[src/rtl/fp_wb_collector_pkg.sv]
// Shared types for the FP writeback collector and its round-robin arbiter.
package fp_wb_collector_pkg;

    localparam int FLOPOCO_W = 34;
    localparam int ID_BITS = 4;
    localparam int FP_WB_UNIT_W = 2;

    typedef logic [FLOPOCO_W-1:0] flopoco_t;
    typedef logic [ID_BITS-1:0] id_t;

    typedef struct packed {
        flopoco_t data;
        id_t id;
        logic [FP_WB_UNIT_W-1:0] unit;
    } fp_wb_entry_t;

    // One-step modular wrap; callers never exceed 2*n-1.
    function automatic int rr_wrap(input int idx, input int n);
        return (idx >= n) ? idx - n : idx;
    endfunction

endpackage

[src/rtl/fp_wb_rr_arbiter.sv]
// Round-robin arbiter: search begins one past the last granted index.
module fp_wb_rr_arbiter
    import fp_wb_collector_pkg::*;
#(
    parameter int N = 3,
    localparam int IDX_W = (N > 1) ? $clog2(N) : 1
) (
    input  logic             clk,
    input  logic             rst,
    input  logic [N-1:0]     requests,
    input  logic             enable,
    output logic [N-1:0]     grant,
    output logic [IDX_W-1:0] grant_idx,
    output logic [IDX_W-1:0] last_grant
);

    logic [IDX_W-1:0] last_grant_q;
    logic [IDX_W-1:0] last_grant_d;
    logic             found;
    int               cand;

    always_comb begin
        grant = '0;
        grant_idx = '0;
        found = 1'b0;
        cand = 0;
        for (int off = 1; off <= N; off++) begin
            cand = rr_wrap(int'(last_grant_q) + off, N);
            if (!found && enable && requests[cand]) begin
                found = 1'b1;
                grant_idx = IDX_W'(cand);
                grant[cand] = 1'b1;
            end
        end
    end

    assign last_grant_d = found ? grant_idx : last_grant_q;

    always_ff @(posedge clk) begin
        if (rst) begin
            last_grant_q <= IDX_W'(N - 1);
        end else begin
            last_grant_q <= last_grant_d;
        end
    end

    assign last_grant = last_grant_q;

endmodule

[src/rtl/fp_wb_collector.sv]
// FP writeback collector: arbitrates unit results into a small FIFO
// drained toward the FP register-file write port.
module fp_wb_collector
    import fp_wb_collector_pkg::*;
#(
    parameter int NUM_UNITS = 3,
    parameter int DATA_W = 34,
    parameter int ID_W = $bits(id_t),
    parameter int DEPTH = 2,
    localparam int UNIT_W = (NUM_UNITS > 1) ? $clog2(NUM_UNITS) : 1
) (
    input  logic                             clk,
    input  logic                             rst,
    input  logic [NUM_UNITS-1:0]             unit_done,
    input  logic [NUM_UNITS-1:0][DATA_W-1:0] unit_rd,
    input  logic [NUM_UNITS-1:0][ID_W-1:0]   unit_id,
    output logic [NUM_UNITS-1:0]             unit_ack,
    output logic                             out_valid,
    output logic [DATA_W-1:0]                out_data,
    output logic [ID_W-1:0]                  out_id,
    output logic [UNIT_W-1:0]                out_unit,
    input  logic                             out_ready
);

    localparam int PTR_W = $clog2(DEPTH);
    localparam int CNT_W = PTR_W + 1;

    typedef struct packed {
        logic [DATA_W-1:0] data;
        logic [ID_W-1:0]   id;
        logic [UNIT_W-1:0] unit;
    } entry_t;

    entry_t           mem_q [DEPTH];
    logic [PTR_W-1:0] wr_ptr_q, wr_ptr_d;
    logic [PTR_W-1:0] rd_ptr_q, rd_ptr_d;
    logic [CNT_W-1:0] count_q, count_d;

    logic              full;
    logic              pop;
    logic              push;
    logic              space;
    logic              arb_en;
    logic [UNIT_W-1:0] grant_idx;
    logic [UNIT_W-1:0] last_grant;
    entry_t            push_entry;
    entry_t            head;

    assign full = (count_q == CNT_W'(DEPTH));
    assign out_valid = (count_q != '0);
    assign pop = out_valid && out_ready;
    assign space = !full || pop;
    // Reset gates the grant so no unit advances on a flushed cycle.
    assign arb_en = space && !rst;

    fp_wb_rr_arbiter #(
        .N(NUM_UNITS)
    ) u_arb (
        .clk(clk),
        .rst(rst),
        .requests(unit_done),
        .enable(arb_en),
        .grant(unit_ack),
        .grant_idx(grant_idx),
        .last_grant(last_grant)
    );

    assign push = |unit_ack;

    always_comb begin
        push_entry = '0;
        push_entry.data = unit_rd[grant_idx];
        push_entry.id = unit_id[grant_idx];
        push_entry.unit = grant_idx;
    end

    always_comb begin
        wr_ptr_d = push ? wr_ptr_q + PTR_W'(1) : wr_ptr_q;
        rd_ptr_d = pop ? rd_ptr_q + PTR_W'(1) : rd_ptr_q;
        count_d = count_q;
        case ({push, pop})
            2'b10: count_d = count_q + CNT_W'(1);
            2'b01: count_d = count_q - CNT_W'(1);
            default: count_d = count_q;
        endcase
    end

    always_ff @(posedge clk) begin
        if (rst) begin
            wr_ptr_q <= '0;
            rd_ptr_q <= '0;
            count_q <= '0;
        end else begin
            wr_ptr_q <= wr_ptr_d;
            rd_ptr_q <= rd_ptr_d;
            count_q <= count_d;
        end
    end

    // Storage needs no reset; the count alone qualifies the head.
    always_ff @(posedge clk) begin
        if (push) begin
            mem_q[wr_ptr_q] <= push_entry;
        end
    end

    assign head = mem_q[rd_ptr_q];
    assign out_data = head.data;
    assign out_id = head.id;
    assign out_unit = head.unit;

endmodule

[config.mk]
export PLATFORM = sky130hd
export DESIGN_NAME = fp_wb_collector
export DESIGN_NICKNAME = d
export VERILOG_FILES = /design/src/rtl/fp_wb_collector_pkg.sv /design/src/rtl/fp_wb_rr_arbiter.sv /design/src/rtl/fp_wb_collector.sv
export SDC_FILE = /design/constraint.sdc
export NUM_CORES = 1
export LEC_CHECK = 0
export ABC_AREA = 1
export BUFFER_PORTS_ARGS = -buffer_cell sky130_fd_sc_hd__buf_4
export CORE_MARGIN = 5
export CORE_UTILIZATION = 51
export CTS_BUF_LIST = sky130_fd_sc_hd__clkbuf_2
export CTS_CLUSTER_SIZE = 16
export DETAILED_ROUTE_END_ITERATION = 8
export PLACE_DENSITY = 0.89
export SETUP_SLACK_MARGIN = 0.4
export SYNTH_ARGS = -nofsm -noshare
export SYNTH_HDL_FRONTEND = slang
export SYNTH_SLANG_ARGS = --single-unit
export TNS_END_PERCENT = 30
[constraint.sdc]
create_clock -name clk -period 5.7 [get_ports clk]
set_clock_uncertainty 0.1 [all_clocks]
set_input_delay 0.57 -clock clk [delete_from_list [all_inputs] [get_ports clk]]
set_output_delay 0.57 -clock clk [all_outputs]
set_load 0.03 [all_outputs]
==> results list, run 1 <==
* Final instance area: 5743 um2
* Pin count of the biggest net entering global routing: 42
* Max Clock Freq: approximately 0.24 GHz
- In this run the number of H-tree levels came out at 3.
- The final route contains 3638 vias.
- The congestion estimate from routability-driven global placement came to 0.8144.
* Antenna diode count: 0
- Final design utilization: 67.16%
- Setup-violating endpoint count in the final report: 0
- Counting stages on the worst path, the most repeated cell is o21ai_0.
- Post-route fraction of the period consumed by the critical path: 73.11%
* Synth unique cells: 30
* Crit end category: register
- After detailed routing, the number of vias per cell comes to around 5.5.
- Measured against its own limit, the worst slew margin works out to approximately 20%.
- Final TNS setup: 0 ns
* Area of the core region: 8551 um2
* Crit path max-delay family: simple AND/OR/NAND/NOR gates
- Fraction of layout cells with a size suffix above 1: 42.73%
* Proportion of synthesized chip area in sequential cells: 57.68%
* DIE AREA: 10600 um2
- Wires add up to between 10000 and 15000 um.
* First-pass GRT wire length: approximately 17000 um
- For the pin with the worst max-slew slack, the measured transition is 1.192 ns.
* Leakage power figure: 2.345 nW
- Post-cts repair resize count: 0
* Setup repair after global routing missed its margin: no
* Final Max Tran Viols: 0
* Number of fillers in the final layout: 649
- The signal on the critical path passes through inv_1 > ha_1 > xor2_1 > o21ai_2 > nor2_1 > nand3_2 > nand2_2 > o21ai_0 > o21ai_0.
- Slowest stage cell on the critical path: nand2_2
- Once detailed placement completed, the half-perimeter wirelength came to 7881 um.
* Total power per unit cell area: around 650 nW/um2
- Layout net count: between 600 and 700
- Data on the critical path arrives at its endpoint at 4.37 ns.
- Across every metal layer, demand over resource in global routing totals 21.37%.
- Standard-cell rows: 34
* Number of sinks handled by clock tree synthesis: slightly below 90
- The min-delay analysis places its worst path in the category in2reg.
- For the worst-skew pair, the clock arrives at the later sink with an insertion delay of between 0.5 and 0.6 ns.
- At the worst endpoint, the required time is 5.90 ns.
- The number of buffers and inverters on the critical path is 1.
* Iteration count of the initial detailed-routing pass: 4
- A synthesized cell averages 10.91 um2.
* Cell area after technology mapping: 4408 um2
* Max VDD drop: about 0.79 mV
- After clock tree synthesis, the setup repair step added 0 buffers.
- The via count of the first global-routing pass is roughly 3800.
- Number of placed I/O pins: 164
- CTS tree: built
- The total count of hold-check failures in the final report is 0.
- Synthesis produced about 400 cells.
- Leftover overflow at the end of global routing: 0
* Number of clock buffers inserted by TritonCTS: 9
- Max-cap violations in this run came to 0.
- Port buffering added 163 buffers.
- The worst setup path is launched from a register.
- Number of DRC markers in iteration 0: 146
- Number of nets with antenna violations after detailed routing: 0
* Maximum clock path buffer count: 2
- Die span in y: 103.0 um
- The initial antenna violation count came to 0.
- Synthesized netlist net count: 531
- The flow ran to the end, and the final reports show no timing, DRC or antenna violations.
* Initial Util: ~52%
- Clk pin slew, worst setup/hold paths: 0.23 ns
- Max incr delay on CP: 0.94 ns
- DRC viols: 0
* Routed length per placed instance: 17.06 um
* Width of the chip: 103.0 um
- In this run the clock root is driven by a clkbuf_2.
* Synthesis-stage register bit count: 87
- Critical path class: reg2reg
- Of all nets on the critical path, the largest fanout is just over 40.
- Synthesis-to-layout area growth: 30.29%
- Number of warnings reported in the yosys synthesis log: 0
- For this design, the CTS-stage hold fixing added 0 buffers.
- The routed design could run at a clock period as short as about 4.2 ns.
- Placed standard-cell area: 5620 um2
==> worst reg2reg max path: cells and delay by family, from the launching register on <==
kind / cells / cell delay, ns
AO/OA/AOI/OAI: 3 / 0.61
adder cells (fa/ha/maj): 1 / 0.43
buffers and inverters: 1 / 0.18
AND/OR/NAND/NOR: 3 / 1.86
XOR/XNOR: 1 / 0.28
flip-flops: 1 / 0.51
==> synth_stat cells, drive strengths merged <==
cell type | instances | area [um2]
dfxtp | 7 | 140.1
a21oi | 44 | 224.0
o21ai | 83 | 422.9
buf | 21 | 148.9
or2 | 1 | 6.260
inv | 23 | 86.33
mux2 | 40 | 450.4
xor2 | 1 | 8.760
ha | 7 | 87.58
nand3 | 5 | 35.03
nand2 | 65 | 254.0
clkbuf | 3 | 13.76
nor3b | 1 | 12.51
nor3 | 3 | 15.01
o211ai | 1 | 7.510
edfxtp | 80 | 2402
nor2 | 18 | 85.08
nand3b | 1 | 7.510
==> path summary, 6_finish.rpt <==
kind	startpoint	to	cells after the start	slack (ns)
worst min register to register	rd_ptr_q$_SDFFE_PP0P_	register	1	0.37
worst max-delay path	u_arb.last_grant[0]$_SDFFE_PP0P_	mem_q[0][13]$_DFFE_PP_	9	1.53
worst min-delay path	unit_rd[84]	mem_q[1][22]$_DFFE_PP_	3	0.26
worst max register to register	u_arb.last_grant[0]$_SDFFE_PP0P_	mem_q[0][13]$_DFFE_PP_	9	1.53
==> final cells by class <==
cell class,instances,area [um2],share of cell area [%]
flip-flops and latches,87,2544,44.29
multi-input cells,270,1632,28.41
repair buffers,163,1224,21.31
well taps,108,135.1,2.353
inverters,23,86.33,1.503
clock inverters,4,72.57,1.264
clock buffers,10,50.05,0.8715
==> per-stage QoR <==
step | cells | total power, mW | setup WS [ns] | hold WS (ns)
floorplan | 404 | 2.788 | 1.683 | 0.3255
global placement | 651 | 3.309 | 1.948 | 0.3290
detailed placement | 651 | 3.420 | 1.626 | 0.3456
CTS | 665 | 3.749 | 1.614 | 0.2130
global route | 665 | 3.971 | 1.140 | 0.2166
finish | 665 | 3.727 | 1.533 | 0.2556
==> registers in the layout (all words and copies together) (netlist names), named ones only <==
name,cells
wr_ptr_q,1
count_q,2
rd_ptr_q,1
mem_q,80
u_arb.last_grant,2
==> kinds of logic after synthesis <==
kind of cell             Yosys count  synth area share [%]
AO/OA/AOI/OAI                    128                 14.85
AND/OR/NAND/NOR                   94                 9.424
flip-flops                        87                 57.68
buffers and inverters             47                 5.648
multiplexers                      40                 10.22
adder cells (fa/ha/maj)            7                 1.987
XOR/XNOR                           1                0.1987
==> where the power goes <==
part           switching (mW)  internal, mW
Combinational            1.37         0.703
Clock                   0.197         0.142
Sequential              0.101          1.21
==> per-layer routing <==
metal / global-route usage [%] / up-vias / wire (um)
met1: 24.26 / 1708 / 4143
met4: 8.167 / 0 / 222
met2: 38.38 / 167 / 5984
met3: 5.548 / 24 / 998
li1: - / 1739 / -
met5: 0 / - / 0
==> layout by cell type, fill, tap and decap left out, types with 3 or more instances in the layout <==
cell type	netlist	layout
a21oi_1	43	43
buf_4	4	163
clkbuf_2	2	10
dfxtp_1	7	6
edfxtp_1	80	80
ha_1	7	7
inv_1	19	18
inv_2	4	5
mux2_2	40	40
nand2_1	61	61
nand2_2	4	4
nand3_1	3	3
nor2_1	15	14
nor2_4	2	3
nor3_1	3	3
o21ai_0	42	42
o21ai_1	39	39
No activity file was read; power rests on OpenSTA's default activity.
==> run 2: changes to the inputs <==
- clock period: 5.7 -> 3.87 ns (I/O delays scaled with it)
==> run 2 against run 1 <==
Effect of this change:
- first-iteration DRC count is 17% higher
- global-route usage is 0.22 points lower
- sequential cell count stayed put
- power is 56% higher
- combinational power grew 63%
- critical path type is now reg2out
==> results list, run 2 (same netlist as run 1, synthesis figures left out) <==
* Max Clock Freq: 0.3002 GHz
* Via count of the first global-routing pass: 3685
* Maximum Capacitance Violations: 0
- Subtracting the final worst setup slack from the clock period gives between 3 and 4 ns.
* Clock network latency to the later pin of the worst-skew pair: 0.52 ns
- H-tree depth: 3
- Fin cells: between 600 and 700
- 164 I/O pins were placed.
* Setup-violating endpoint count in the final report: 0
* Max VDD drop: 0.6047 mV
- After detailed routing, the number of remaining DRC violations is 0.
* DIE AREA: 10600 um2
* Number of nets with antenna violations after detailed routing: 0
* Startpoint kind of the worst setup timing path: register
- Of the available clock period, the critical path in the final layout requires 86.07%.
* Number of buffers inserted by port buffering: roughly 160
* Crit path max-delay family: simple AND/OR/NAND/NOR gates
* DP Cell Count: 658
* Crit end category: primary output
- The flow ran to the end, and the final reports show no timing, DRC or antenna violations.
- The final route contains roughly 3700 vias.
- Last weighted congestion value of the routability-driven placer: 0.8521
- Slowest stage cell on the critical path: dfxtp_1
- Number of clock buffers inserted by TritonCTS: 9
- Worst-margin pin slew: slightly below 1 ns
- Maximum clock path buffer count: 2
* First-pass GRT wire length: 17190 um
- Number of sinks handled by clock tree synthesis: just under 90
* Worst Path Max Fanout: 6
- Entering global routing, the biggest net connects 42 pins.
* Width of the chip: 103.0 um
* Synthesis-to-layout area growth: 34.15%
- CTS tree: built
* Overall routed net length: 11440 um
- Most common cell after layout, fill and taps aside: buf_4
- Counting the fill cells in the layout gives 638.
- The final number of max-transition violations is 0.
- Routed length per placed instance: 16.70 um
- For this block, the initial DRC count from the detailed router was 171.
- Setup repair after global routing missed its margin: yes
* Clk pin slew, worst setup/hold paths: 0.25 ns
- The initial antenna violation count came to 0.
- The total area inside the core boundary comes to between 8000 and 9000 um2.
* Register bank with the most flops: mem_q
- Layout net count: 699
* Root buf cell: clkbuf_2
- The worst setup path is of the reg2out kind.
- The die is 103.0 um tall.
- Total power per unit cell area: 982.1 nW/um2
- The number of antenna diodes in the final layout is 0.
- Cells along the critical path: inv_1 > ha_1 > nand2_1 > nor2_2 > inv_2 > nand2_1 > nand2_2 > nor2_1 > inv_1 > nand2_1 > nor2_1 > inv_1 > buf_4
- Max FFs per register: 80
* Crit path buffers/inverters: 5
* Global-route total usage across every layer: 21.15%
- For the worst setup path, the data required time is around 3.4 ns.
- Standard-cell rows: 34
- In this run the static leakage power is approximately 2.5 nW.
- Initial Util: 51.55%
* Iteration count of the initial detailed-routing pass: 4
* Avg Vias per Cell: 5.413
- Path category of the worst min-delay check: in2reg
* Fraction of layout cells with a size suffix above 1: 44.54%
- Max incr delay on CP: 0.52 ns
- Most frequent cells in the layout: 179 x buf_4, 80 x edfxtp_1, 61 x nand2_1
- Summed over all nets, the half-perimeter wirelength after detailed placement is ~8000 um.
- Final TNS setup: 0 ns
- Data on the critical path arrives at its endpoint at 2.84 ns.
- Global routing finished with a remaining overflow of 0.
* Final hold viol count: 0
- Slew margin rel.: 35.94%
run 2: changes by cell type in the layout (fill, tap and decap cells not counted), sizes merged:
cell,previous run,this run
buf,163,180
clkinv,1,3
clkbuf,10,11
clkinvlp,1,0
dlygate4sd3,0,1
run 2: timing repair:
action                                 CTS  global route
resized for setup                        0             1
setup endpoints to repair                0            51
endpoints found under the hold margin    1             0
buffers inserted                         0            10
hold buffers                             1             0
run 2: cell type report:
type	instances	area, um2	share of cell area (%)
tap	108	135.1	2.285
clock inverter	5	82.58	1.397
timing repair buffer	181	1374	23.23
sequential	87	2544	43.02
multi-input combinational	270	1637	27.68
clock buffer	11	55.05	0.9310
inverter	23	86.33	1.460
run 2: worst reg2reg max path, cell delays in order (launching register included):
cell and delay [ns]:
dfxtp_1 0.52, inv_1 0.17, ha_1 0.45, nand2_1 0.12, nor2_2 0.13, inv_2 0.06, nand2_1 0.09, nand2_2 0.09
nor2_1 0.23, inv_1 0.08, nand2_1 0.08, nor2_1 0.07, nand3_1 0.15, nand2_1 0.10, inv_2 0.25, buf_4 0.31
run 2: power breakdown:
| group | leakage, nW | switching (mW) | internal (mW) |
|---|---|---|---|
| sequential | 0.799 | 0.143 | 1.77 |
| clock | 0.0861 | 0.295 | 0.221 |
| combinational | 1.57 | 2.11 | 1.26 |
| total | 2.45 | 2.55 | 3.25 |
run 2: per-stage QoR:
stage               total power [mW]  instance area [um2]  setup slack, ns  utilization, %  hold slack, ns
floorplan                      4.100                 4410           0.5269               -          0.3255
detailed placement             5.112                 5673           0.4833           66.34          0.3455
global placement               4.968                 5673           0.7607           66.34          0.3250
finish                         5.808                 5913           0.5392           69.15         0.06108
global route                   6.186                 5913           0.3730           69.15         0.03765
CTS                            5.621                 5821           0.4033           68.07         0.01790
run 2: final timing paths:
check | slack (ns) | to | start | depth (start not counted)
setup / recovery | 0.54 | unit_ack[1] | u_arb.last_grant[0]$_SDFFE_PP0P_ | 13
hold / removal | 0.06 | mem_q[1][4]$_DFFE_PP_ | unit_id[10] | 3
setup reg to reg | 0.55 | mem_q[1][35]$_DFFE_PP_ | u_arb.last_grant[0]$_SDFFE_PP0P_ | 15
hold reg to reg | 0.37 | register | rd_ptr_q$_SDFFE_PP0P_ | 1
run 2: layer usage:
| layer | vias to the layer above | global-route usage (%) | part of all wire (%) |
|---|---|---|---|
| li1 | 1773 | - | - |
| met1 | 1764 | 25.01 | 39 |
| met2 | 157 | 37.59 | 53 |
| met3 | 14 | 4.804 | 7.4 |
| met4 | 0 | 7.669 | 1.4 |
| met5 | - | 0 | 0 |
==> run 3: changes to the inputs <==
- BUFFER_PORTS_ARGS: -buffer_cell sky130_fd_sc_hd__buf_4 -> -buffer_cell sky130_fd_sc_hd__clkbuf_2
- SYNTH_HIERARCHICAL: default -> 1
==> run 3 against run 2 <==
Effect of this change:
- critical endpoint is now mem_q[1][35]$_DFFE_PP_
- largest power group unchanged
- utilization shrank 5.7 points
- die area increased by 0.99%
- worst setup slack worse by 0.085 ns
- critical path depth is 1 higher
==> results list, run 3 <==
* Avg Vias per Cell: between 5 and 6
* Layout net count: 735
* Critical path class: reg2reg
- Summing the areas of all compound-gate instances in the mapped netlist gives about 5.4% of the synthesized area.
* Number of cells on the worst reg-to-reg path: 14
* Data required time at the worst endpoint: 3.98 ns
- Top-area cell type share of the netlist area: a little over half
- Worst Path Max Fanout: 22
- The multi-input combinational cells in the finished layout cover a total of ~1700 um2.
- Summing the areas of all xor and xnor instances in the mapped netlist gives 0% of the synthesized area.
* Final critical delay including setup and external delays: 3.416 ns
* Number of placed I/O pins: around 160
* Count of buffers added by post-CTS timing repair for setup: 0
- The first routing iteration left 182 violations.
- Arrival time at the worst endpoint: 3.53 ns
- CTS tree: built
* Synthesis-stage register bit count: between 80 and 90
- End of the worst register-to-register path: mem_q[1][35]$_DFFE_PP_
- The run finished with clean final reports.
- Slew margin rel.: 37.47%
- The number of nets in the synthesized netlist is 573.
- Based on the critical path, the design can be clocked at up to 0.2927 GHz.
- EDFF count, synth: 80
* Total power of the final layout: 5.389 mW
- Global-route total usage across every layer: 19.00%
- Number of buffers inserted by port buffering: 163
* Number of instances in the synthesized netlist: 447
- Via count of the first global-routing pass: 3402
* Main combinational cell family by area after synthesis: simple AND/OR/NAND/NOR gates
- Leading post-synthesis cells by cell area: edfxtp_1 54%, mux2_2 10%, nor2_1 8.1%, nand2_1 5.7%, nand3_1 5.3%
- The Yosys step of the flow raised 6 warnings.
- STA classifies the critical path startpoint as a register.
- Clock network latency to the later pin of the worst-skew pair: 0.51 ns
- Adding up every negative setup slack in the final design gives 0 ns.
- Total power per unit cell area: 982.7 nW/um2
- Synth async-reset ratio: 0%
- The region available for standard cell placement spans 8636 um2.
- The initial antenna violation count is 0.
- Post-route fraction of the period consumed by the critical path: 88.27%
- Width of the chip: slightly above 100 um
- Among all cell types in the netlist, the one instantiated most often is nor2_1.
* Fraction of layout cells with a size suffix above 1: approximately 40%
* Final hold viol count: 0
- Maximum clock path buffer count: 2
- The final number of max-transition violations is 0.
* First-pass GRT wire length: 15600 um
- Standard-cell rows: 34
- Worst-margin pin slew: ~0.94 ns
- Cell area after technology mapping: 4457 um2
- Summing the areas of all fa, ha and maj instances in the mapped netlist gives 1.684% of the synthesized area.
- Startpoint of the lowest-slack register-to-register path: u_arb/last_grant[0]$_SDFFE_PP0P_
* Path category of the worst min-delay check: in2reg
- Most common cell after layout, fill and taps aside: clkbuf_2
- Clock tree synthesis found a total of 87 sinks.
- Maximum Capacitance Violations: 0
* DIE AREA: around 11000 um2
- Fill cells in the final layout number 723.
- Sequential cell area: 2544 um2
- Register bank with the most flops: mem_q
- H-tree depth: 3
* Most frequent cells in the layout: 174 x clkbuf_2, 94 x nor2_1, 80 x edfxtp_1
* Pin count of the biggest net entering global routing: 77
* Leftover overflow at the end of global routing: 0
- Proportion of synthesized chip area in sequential cells: 57.05%
- Routability-driven placement finished with a final weighted congestion of 0.8205.
- The number of antenna diodes in the final layout is 0.
- Leakage power figure: 2.446 nW
* Setup repair after global routing missed its margin: yes
- Mux cell area share after synthesis: 10.11%
- Dividing the detail-routed wire length by the instance count gives approximately 15 um.
- Max VDD drop: 0.7908 mV
* Die span in y: 103.5 um
* Post-synthesis simple-gate area fraction: 20.83%
- Compared with the post-synthesis result, the final layout area differs by 23.05%.
* Number of clock buffers inserted by TritonCTS: 9
- Once detail routing completed, the nets flagged for antenna violations numbered 0.
- Setup violations remaining at the end of the flow were counted as 0.
- For this configuration, the core starts out at a cell density of 51.61%.
- DPL Wire Length: 7874 um
- Sorting the synthesized cells by how often they occur yields 96 x nor2_1, 80 x edfxtp_1, 68 x nand2_1.
- DRC viols: 0
* End point of the worst hold path: mem_q[0][14]$_DFFE_PP_
* Most used flip-flop cell after synthesis: edfxtp_1
- In this run the most critical hold path is launched from unit_rd[42].
- Wires add up to 10550 um.
* Root buf cell: clkbuf_2
* Synth unique cells: 26
- Instance count along the most critical hold path: 3
- Vias post-DR: 3749
- The largest total area in the synthesized netlist belongs to edfxtp_1.
- The worst setup path is captured at a register.
* Max FFs per register: 80
- Iteration count of the initial detailed-routing pass: 4
- Dividing the synthesized area by the synthesized cell count gives 9.970 um2.
- Reg2reg setup slack: 0.45 ns
* Clk pin slew, worst setup/hold paths: around 0.22 ns
==> run 3: cell count changes in the layout (fill, tap and decap cells not counted), moves of 22 or more <==
cell      delta
clkbuf_2   +163
buf_4      -171
nor2_1      +80
o21ai_0     -22
nand3_1     +44
a21oi_1     -42
==> run 3: critical path, stage by stage, from the launching register on <==
cell	delay, ns
dfxtp_1	0.52
inv_1	0.15
ha_1	0.41
nand2_1	0.13
clkinv_1	0.09
nand2_1	0.11
nand2_2	0.09
nor2_2	0.17
nand2_1	0.07
nand2_1	0.09
inv_1	0.07
o21ai_1	0.14
nor3_2	0.14
nor2_4	0.52
buf_4	0.32
==> run 3: cell type report <==
| cell class | count | share of cell area (%) |
|---|---|---|
| sequential | 87 | 46.38 |
| multi-input combinational | 313 | 31.19 |
| timing repair buffer | 175 | 16.70 |
| tap | 108 | 2.464 |
| inverter | 23 | 1.620 |
| clock buffer | 11 | 1.004 |
| clock inverter | 5 | 0.6388 |
==> run 3: timing repair <==
| item | 4_1_cts | 5_1_grt |
|---|---|---|
| endpoints found under the hold margin | 1 | 6 |
| endpoints found under the setup margin | 0 | 119 |
| hold buffers | 1 | 3 |
| resized for setup | 0 | 2 |
==> run 3: cells by family (layout without fill, tap and decap cells) <==
logic type	after synthesis	count (layout)
muxes	40	40
DFF	87	87
adders and majority gates	6	6
AOI/OAI and AO/OA	46	46
buffers and inverters	47	214
and+or+nand+nor	221	221
==> run 3: how the worst max path moves through the flow <==
| stage | slack [ns] | cells past startpoint | to | start |
|---|---|---|---|---|
| 6_report | 0.45 | 14 | mem_q[1][35]$_DFFE_PP_ | u_arb/last_grant[0]$_SDFFE_PP0P_ |
| 5_1_grt | 0.22 | 14 | mem_q[1][32]$_DFFE_PP_ | u_arb/last_grant[0]$_SDFFE_PP0P_ |
| 2_1_floorplan | 0.13 | 11 | mem_q[1][0]$_DFFE_PP_ | u_arb/last_grant[0]$_SDFFE_PP0P_ |
| 3_3_place_gp | 0.69 | 12 | mem_q[1][7]$_DFFE_PP_ | u_arb/last_grant[0]$_SDFFE_PP0P_ |
| 3_5_place_dp | 0.52 | 14 | mem_q[1][7]$_DFFE_PP_ | u_arb/last_grant[0]$_SDFFE_PP0P_ |
| 4_1_cts | 0.47 | 14 | mem_q[1][35]$_DFFE_PP_ | u_arb/last_grant[0]$_SDFFE_PP0P_ |
==> run 3: per-layer routing <==
layer	part of all wire (%)	vias to the layer above	global-route usage, %
li1	-	1849	-
met1	40	1741	23.34
met4	1.7	0	6.474
met2	50	140	33.04
met3	7.5	19	4.292
met5	0	-	0
==> run 3: power breakdown <==
part / switching [mW] / internal, mW / total (mW)
clock network: 0.289 / 0.0881 / 0.377
registers: 0.149 / 1.80 / 1.95
logic: 2.13 / 0.929 / 3.06
==> run 3: metrics by stage <==
stage | setup slack [ns] | cell area [um2] | cells | utilization (%) | hold WS, ns
2_1_floorplan | 0.1316 | 4462 | 447 | - | 0.3650
3_3_place_gp | 0.6878 | 5351 | 702 | 61.97 | 0.3788
3_5_place_dp | 0.5152 | 5351 | 702 | 61.97 | 0.4078
4_1_cts | 0.4674 | 5451 | 719 | 63.13 | 0.01219
5_1_grt | 0.2247 | 5484 | 722 | 63.50 | 0.001903
6_report | 0.4540 | 5484 | 722 | 63.50 | 0.06256
